--- config.mk ---
export PLATFORM = sky130hd
export DESIGN_NAME = seg7_scan_driver
export DESIGN_NICKNAME = d
export VERILOG_FILES = /design/src/rtl/seg7_scan_driver.sv
export SDC_FILE = /design/constraint.sdc
export NUM_CORES = 1
export LEC_CHECK = 0
export BUFFER_PORTS_ARGS = -buffer_cell sky130_fd_sc_hd__buf_2
export CORE_ASPECT_RATIO = 0.8
export CORE_MARGIN = 2
export CORE_UTILIZATION = 55
export CTS_BUF_LIST = sky130_fd_sc_hd__clkbuf_8
export CTS_CLUSTER_SIZE = 10
export DETAILED_ROUTE_END_ITERATION = 10
export GPL_ROUTABILITY_DRIVEN = 0
export MAX_ROUTING_LAYER = met4
export PLACE_DENSITY = 0.75
export SYNTH_ARGS = -nofsm -noshare
export SYNTH_HDL_FRONTEND = slang
export SYNTH_SLANG_ARGS = --single-unit
export TNS_END_PERCENT = 10
--- constraint.sdc ---
create_clock -name clock -period 5.05 [get_ports clock]
set_clock_uncertainty 0.1 [all_clocks]
set_input_delay 1.01 -clock clock [delete_from_list [all_inputs] [get_ports clock]]
set_output_delay 1.01 -clock clock [all_outputs]
set_load 0.01 [all_outputs]
--- src/rtl/seg7_scan_driver.sv ---
// Multiplexed common-anode seven-segment driver: double-buffered digit data,
// per-digit enable and blink, and a blanking window at the start of each slot.
module seg7_scan_driver #(
    parameter int NUM_DIGITS   = 4,
    parameter int CLK_DIV      = 100000,
    parameter int BLANK_CYCLES = 1000,
    parameter int BLINK_FRAMES = 64
) (
    input  logic                      clock,
    input  logic                      reset,
    input  logic                      load,
    input  logic [4*NUM_DIGITS-1:0]   value,
    input  logic [NUM_DIGITS-1:0]     digit_en,
    input  logic [NUM_DIGITS-1:0]     blink_en,
    output logic [NUM_DIGITS-1:0]     anode,
    output logic [6:0]                cathode,
    output logic                      frame_done
);

    localparam int PW = $clog2(CLK_DIV);
    localparam int IW = (NUM_DIGITS > 1) ? $clog2(NUM_DIGITS) : 1;
    localparam int BW = (BLINK_FRAMES > 1) ? $clog2(BLINK_FRAMES) : 1;

    localparam logic [PW-1:0] PRESC_LAST  = PW'(CLK_DIV - 1);
    localparam logic [PW-1:0] BLANK_LIMIT = PW'(BLANK_CYCLES);
    localparam logic [IW-1:0] SLOT_LAST   = IW'(NUM_DIGITS - 1);
    localparam logic [BW-1:0] BLINK_LAST  = BW'(BLINK_FRAMES - 1);

    // Active-low a..g segment pattern, bit 6 = a, bit 0 = g.
    function automatic logic [6:0] seg_decode(input logic [3:0] nibble);
        case (nibble)
            4'h0:    seg_decode = 7'h01;
            4'h1:    seg_decode = 7'h4F;
            4'h2:    seg_decode = 7'h12;
            4'h3:    seg_decode = 7'h06;
            4'h4:    seg_decode = 7'h4C;
            4'h5:    seg_decode = 7'h24;
            4'h6:    seg_decode = 7'h20;
            4'h7:    seg_decode = 7'h0F;
            4'h8:    seg_decode = 7'h00;
            4'h9:    seg_decode = 7'h04;
            4'hA:    seg_decode = 7'h08;
            4'hB:    seg_decode = 7'h60;
            4'hC:    seg_decode = 7'h31;
            4'hD:    seg_decode = 7'h42;
            4'hE:    seg_decode = 7'h30;
            default: seg_decode = 7'h38;
        endcase
    endfunction

    logic [PW-1:0]           presc_r;
    logic [IW-1:0]           slot_r;
    logic [BW-1:0]           blink_cnt_r;
    logic                    phase_r;
    logic                    pending_r;
    logic [4*NUM_DIGITS-1:0] shadow_value_r;
    logic [NUM_DIGITS-1:0]   shadow_en_r;
    logic [NUM_DIGITS-1:0]   shadow_blink_r;
    logic [4*NUM_DIGITS-1:0] active_value_r;
    logic [NUM_DIGITS-1:0]   active_en_r;
    logic [NUM_DIGITS-1:0]   active_blink_r;

    logic                    slot_end_s;
    logic                    frame_end_s;
    logic [3:0]              nibble_s;
    logic                    digit_on_s;
    logic                    blink_on_s;
    logic [NUM_DIGITS-1:0]   onehot_s;
    logic [NUM_DIGITS-1:0]   anode_s;
    logic [6:0]              cathode_s;

    // Slot and frame boundary detection.
    always_comb begin
        slot_end_s  = (presc_r == PRESC_LAST);
        frame_end_s = slot_end_s && (slot_r == SLOT_LAST);
    end

    // Select the current digit's data and form the next pin pattern.
    always_comb begin
        nibble_s   = 4'h0;
        digit_on_s = 1'b0;
        blink_on_s = 1'b0;
        onehot_s   = {NUM_DIGITS{1'b0}};
        anode_s    = {NUM_DIGITS{1'b1}};
        cathode_s  = 7'h7F;
        for (int k = 0; k < NUM_DIGITS; k++) begin
            if (slot_r == IW'(k)) begin
                nibble_s    = active_value_r[4*k +: 4];
                digit_on_s  = active_en_r[k];
                blink_on_s  = active_blink_r[k];
                onehot_s[k] = 1'b1;
            end else begin
                onehot_s[k] = 1'b0;
            end
        end
        // The blank window keeps the previous digit's charge from ghosting onto the next anode.
        if ((presc_r >= BLANK_LIMIT) && digit_on_s && !(blink_on_s && phase_r)) begin
            anode_s   = ~onehot_s;
            cathode_s = seg_decode(nibble_s);
        end else begin
            anode_s   = {NUM_DIGITS{1'b1}};
            cathode_s = 7'h7F;
        end
    end

    // Prescaler and slot index.
    always_ff @(posedge clock) begin
        if (reset) begin
            presc_r <= {PW{1'b0}};
            slot_r  <= {IW{1'b0}};
        end else if (slot_end_s) begin
            presc_r <= {PW{1'b0}};
            if (slot_r == SLOT_LAST) begin
                slot_r <= {IW{1'b0}};
            end else begin
                slot_r <= slot_r + IW'(1);
            end
        end else begin
            presc_r <= presc_r + PW'(1);
        end
    end

    // Blink frame counter and phase.
    always_ff @(posedge clock) begin
        if (reset) begin
            blink_cnt_r <= {BW{1'b0}};
            phase_r     <= 1'b0;
        end else if (frame_end_s) begin
            if (blink_cnt_r == BLINK_LAST) begin
                blink_cnt_r <= {BW{1'b0}};
                phase_r     <= ~phase_r;
            end else begin
                blink_cnt_r <= blink_cnt_r + BW'(1);
            end
        end else begin
            blink_cnt_r <= blink_cnt_r;
        end
    end

    // Shadow capture and frame-aligned transfer; the transfer reads the pre-load shadow.
    always_ff @(posedge clock) begin
        if (reset) begin
            pending_r      <= 1'b0;
            shadow_value_r <= {(4*NUM_DIGITS){1'b0}};
            shadow_en_r    <= {NUM_DIGITS{1'b0}};
            shadow_blink_r <= {NUM_DIGITS{1'b0}};
            active_value_r <= {(4*NUM_DIGITS){1'b0}};
            active_en_r    <= {NUM_DIGITS{1'b0}};
            active_blink_r <= {NUM_DIGITS{1'b0}};
        end else begin
            if (frame_end_s && pending_r) begin
                active_value_r <= shadow_value_r;
                active_en_r    <= shadow_en_r;
                active_blink_r <= shadow_blink_r;
            end else begin
                active_value_r <= active_value_r;
            end
            if (load) begin
                shadow_value_r <= value;
                shadow_en_r    <= digit_en;
                shadow_blink_r <= blink_en;
                pending_r      <= 1'b1;
            end else if (frame_end_s) begin
                pending_r      <= 1'b0;
            end else begin
                pending_r      <= pending_r;
            end
        end
    end

    // Registered pin drivers.
    always_ff @(posedge clock) begin
        if (reset) begin
            anode      <= {NUM_DIGITS{1'b1}};
            cathode    <= 7'h7F;
            frame_done <= 1'b0;
        end else begin
            anode      <= anode_s;
            cathode    <= cathode_s;
            frame_done <= frame_end_s;
        end
    end

endmodule

==> impl_metrics.csv <==
group,metric,value,unit
outcome,status,"complete, no violations",
cells_and_area,insertedDiodeCount,0,
timing,tightestPinTransition,1.29,ns
timing,finalHoldViolations,0,
yosys,synthesis.area,0.00367,sq mm
yosys,async_reset_ff_share,0,%
grt,antenna_found_initial,0,
cells_and_area,drive_gt1_share,13.2,%
cells_and_area,final_cell_mix,"dfxtp_1, nand2_1, nor2_1",
yosys,synthFlopType,"dfxtp_1",
yosys,synth_warnings,0,
drt,antenna_left,0,
grt,use_met3,6.88,%
power_and_ir_drop,irDropWorstVdd,0.259,mV
floorplan,die_w,95.4,um
timing,setup_viol,0,
cells_and_area,multi_input_area,0.00177,sq mm
drt,drc,0,
timing,grt_setup_unrepaired,"no",
drt,num_vias,2848,
yosys,synth.avg_cell_area,8.70,sq um
grt,grt_start_max_net_pins,62,
critical_path,path_max_fanout,24,
drt,wl,6950,um
flow_run,drv_cap,0,
grt,grtUsageMet1,26.0,%
clocking,hold_buffers,0,
floorplan,ios,39,
critical_path,cp-start-kind,"flip-flop",
clocking,htree_levels,3,
power_and_ir_drop,p_leak,0.00155,uW
power_and_ir_drop,power_density,303,mW/mm^2
critical_path,cp-startpoint,"slot_r[0]$_SDFFE_PP0N_",
placement,post-place-ws,2.13,ns
clocking,cts_tree,"yes",
drt,first_iter_violations,110,
hold_path,hold_path.class,"flip-flop to flip-flop",
placement,port_buffers,38,
critical_path,setup.worst_path.class,"flip-flop to flip-flop",
grt,grt_pass1_wl,12100,um
cells_and_area,nets,488,
hold_path,whs_path_depth,2,
timing,fin_crit_sh,58.4,%
grt,overflow,0,
cells_and_area,nFillCells,556,
critical_path,reg2reg_depth,6,
yosys,yosysSeqAreaShare,47.4,%
timing,final.min_clock_period,2.95,ns
yosys,syn_inst,422,
critical_path,critPathCaptureType,"flip-flop",
floorplan,die_y,77.1,um
floorplan,coreArea,0.00641,sq mm
hold_path,hold_start,"active_blink_r[2]$_SDFFE_PP0P_",
cells_and_area,stdcell_count,537,
grt,top_usage_layer,"met2",
drt,firstDrtPassIters,4,
yosys,syn-num-nets,462,
cells_and_area,seqCellArea,0.00174,sq mm
cells_and_area,area_growth,10.6,%
critical_path,critPathArrivalTime,3.06,ns
critical_path,reg2reg_slack,2.10,ns
clocking,cts_sinks,87,
grt,track_usage,21.5,%
clocking,clk_latency,0.36,ns
floorplan,fp-row-count,26,
clocking,cts_resized,0,
hold_path,hold_path_end,"active_blink_r[2]$_SDFFE_PP0P_",
placement,hpwl,4760,um
grt,globalRouteMet2Util,33.9,%
critical_path,reg2reg_from,"slot_r[0]$_SDFFE_PP0N_",
clocking,root_buffer,"clkbuf_8",
floorplan,initial_utilization,57.3,%
clocking,cts_buffers,9,
yosys,ys_ff_latch,87,
critical_path,r2r_end,"cathode[6]$_SDFF_PP1_",
floorplan,die_area,0.00735,sq mm
timing,fmax,339,MHz
yosys,synth_edf_count,0,
timing,fin_tns_setup,0,ns
timing,maxSlewHeadroom,14.2,%
cells_and_area,final_common_cell,"dfxtp_1",
clocking,post-cts-setup-buffers,0,
timing,layout_setup_ws,2.10,ns
yosys,synth_cell_types,42,
drt,wl_per_cell,12.9,um
placement,dpl.cell_count,521,
drt,vias_per_cell,5.30,
grt,first_global_vias,2716,
timing,drv_slew,0,
critical_path,worstPathRequired,5.16,ns
clocking,path_clk_slew,0.08,ns
clocking,cts_buffer_depth,2,
==> cell families (layout without fill, tap and decap cells) <==
group	Yosys count	count (layout)	share of synthesized area [%]
simple gates	175	175	21.9
xor+xnor	17	17	4.05
mux	27	27	7.36
buf+inv	38	69	4.26
compound gates	65	65	10.6
flops	87	87	47.4
fa+ha+maj	13	13	4.43
==> cell usage after synthesis (2+ instances only) <==
master / number / area [sq um]
a21oi_1: 38 / 190
and4_1: 2 / 17.5
nor3_1: 4 / 20.0
o21ai_1: 4 / 20.0
mux2i_1: 27 / 270
xnor2_1: 6 / 52.6
dfxtp_1: 87 / 1740
or3_1: 3 / 18.8
buf_1: 2 / 7.51
a211oi_1: 3 / 22.5
nor2_1: 55 / 206
clkbuf_1: 15 / 56.3
o21ai_0: 4 / 20.0
nand2b_1: 3 / 18.8
and3_1: 4 / 25.0
o221ai_1: 6 / 52.6
or4_4: 2 / 22.5
a221oi_1: 2 / 17.5
inv_1: 15 / 56.3
nand3_1: 9 / 45.0
nand2_1: 73 / 274
buf_2: 5 / 25.0
nand3b_1: 3 / 22.5
nor3b_1: 3 / 22.5
nor4_2: 2 / 25.0
nand4_1: 6 / 37.5
a311oi_1: 2 / 17.5
ha_1: 13 / 163
xor2_1: 11 / 96.3
==> final cells by class <==
class / instances / share of cell area, %
Clock buffer: 9 / 3.05
Clock inverter: 7 / 1.76
Inverter: 15 / 1.39
Multi-Input combinational cell: 297 / 43.7
Sequential cell: 87 / 42.9
Tap cell: 84 / 2.59
Timing Repair Buffer: 38 / 4.68
==> through the flow <==
stage	hold WS (ns)	cell area, sq um	util (%)	total power, uW
floorplan	0.326	3670	-	755
global placement	0.339	3870	60.3	769
detailed placement	0.346	3870	60.3	771
CTS	0.358	4060	63.4	1250
global route	0.375	4060	63.4	1280
finish	0.360	4060	63.4	1230
==> critical path, cell delays in order, from the launching register on <==
cell and delay, ns:
dfxtp_1 0.40, ha_1 0.68, a211oi_1 0.10, a221oi_1 1.08, nand2_1 0.18, a21oi_1 0.18
o21ai_0 0.08
==> worst max path at each step <==
stage | end | cells after the start | slack, ns
after floorplan | cathode[5]$_SDFF_PP1_ | 8 | 2.60
after global placement | cathode[3]$_SDFF_PP1_ | 8 | 2.22
after detailed placement | cathode[1]$_SDFF_PP1_ | 5 | 2.13
after CTS | cathode[1]$_SDFF_PP1_ | 5 | 2.14
after global routing | cathode[6]$_SDFF_PP1_ | 6 | 1.73
final | cathode[6]$_SDFF_PP1_ | 6 | 2.10
==> power by group <==
part	internal [uW]	switching (uW)	total, uW
Clock	228	250	478
Sequential	699	8.42	708
Combinational	21.4	24.9	46.3
Total	949	283	1230
==> flip-flops by register name, summed over array words and instances (netlist names) <==
signal,count
presc_r,17
active_value_r,16
shadow_value_r,16
cathode,7
blink_cnt_r,6
active_blink_r,4
active_en_r,4
anode,4
shadow_blink_r,4
shadow_en_r,4
slot_r,2
frame_done,1
pending_r,1
phase_r,1
==> metal layers <==
| metal | part of all wire [%] | vias to the layer above |
|---|---|---|
| li1 | - | 1478 |
| met1 | 47 | 1309 |
| met2 | 48 | 48 |
| met3 | 4.5 | 13 |
| met4 | 0.93 | 0 |
| met5 | 0 | - |
Power figures use the tool's default switching activity.
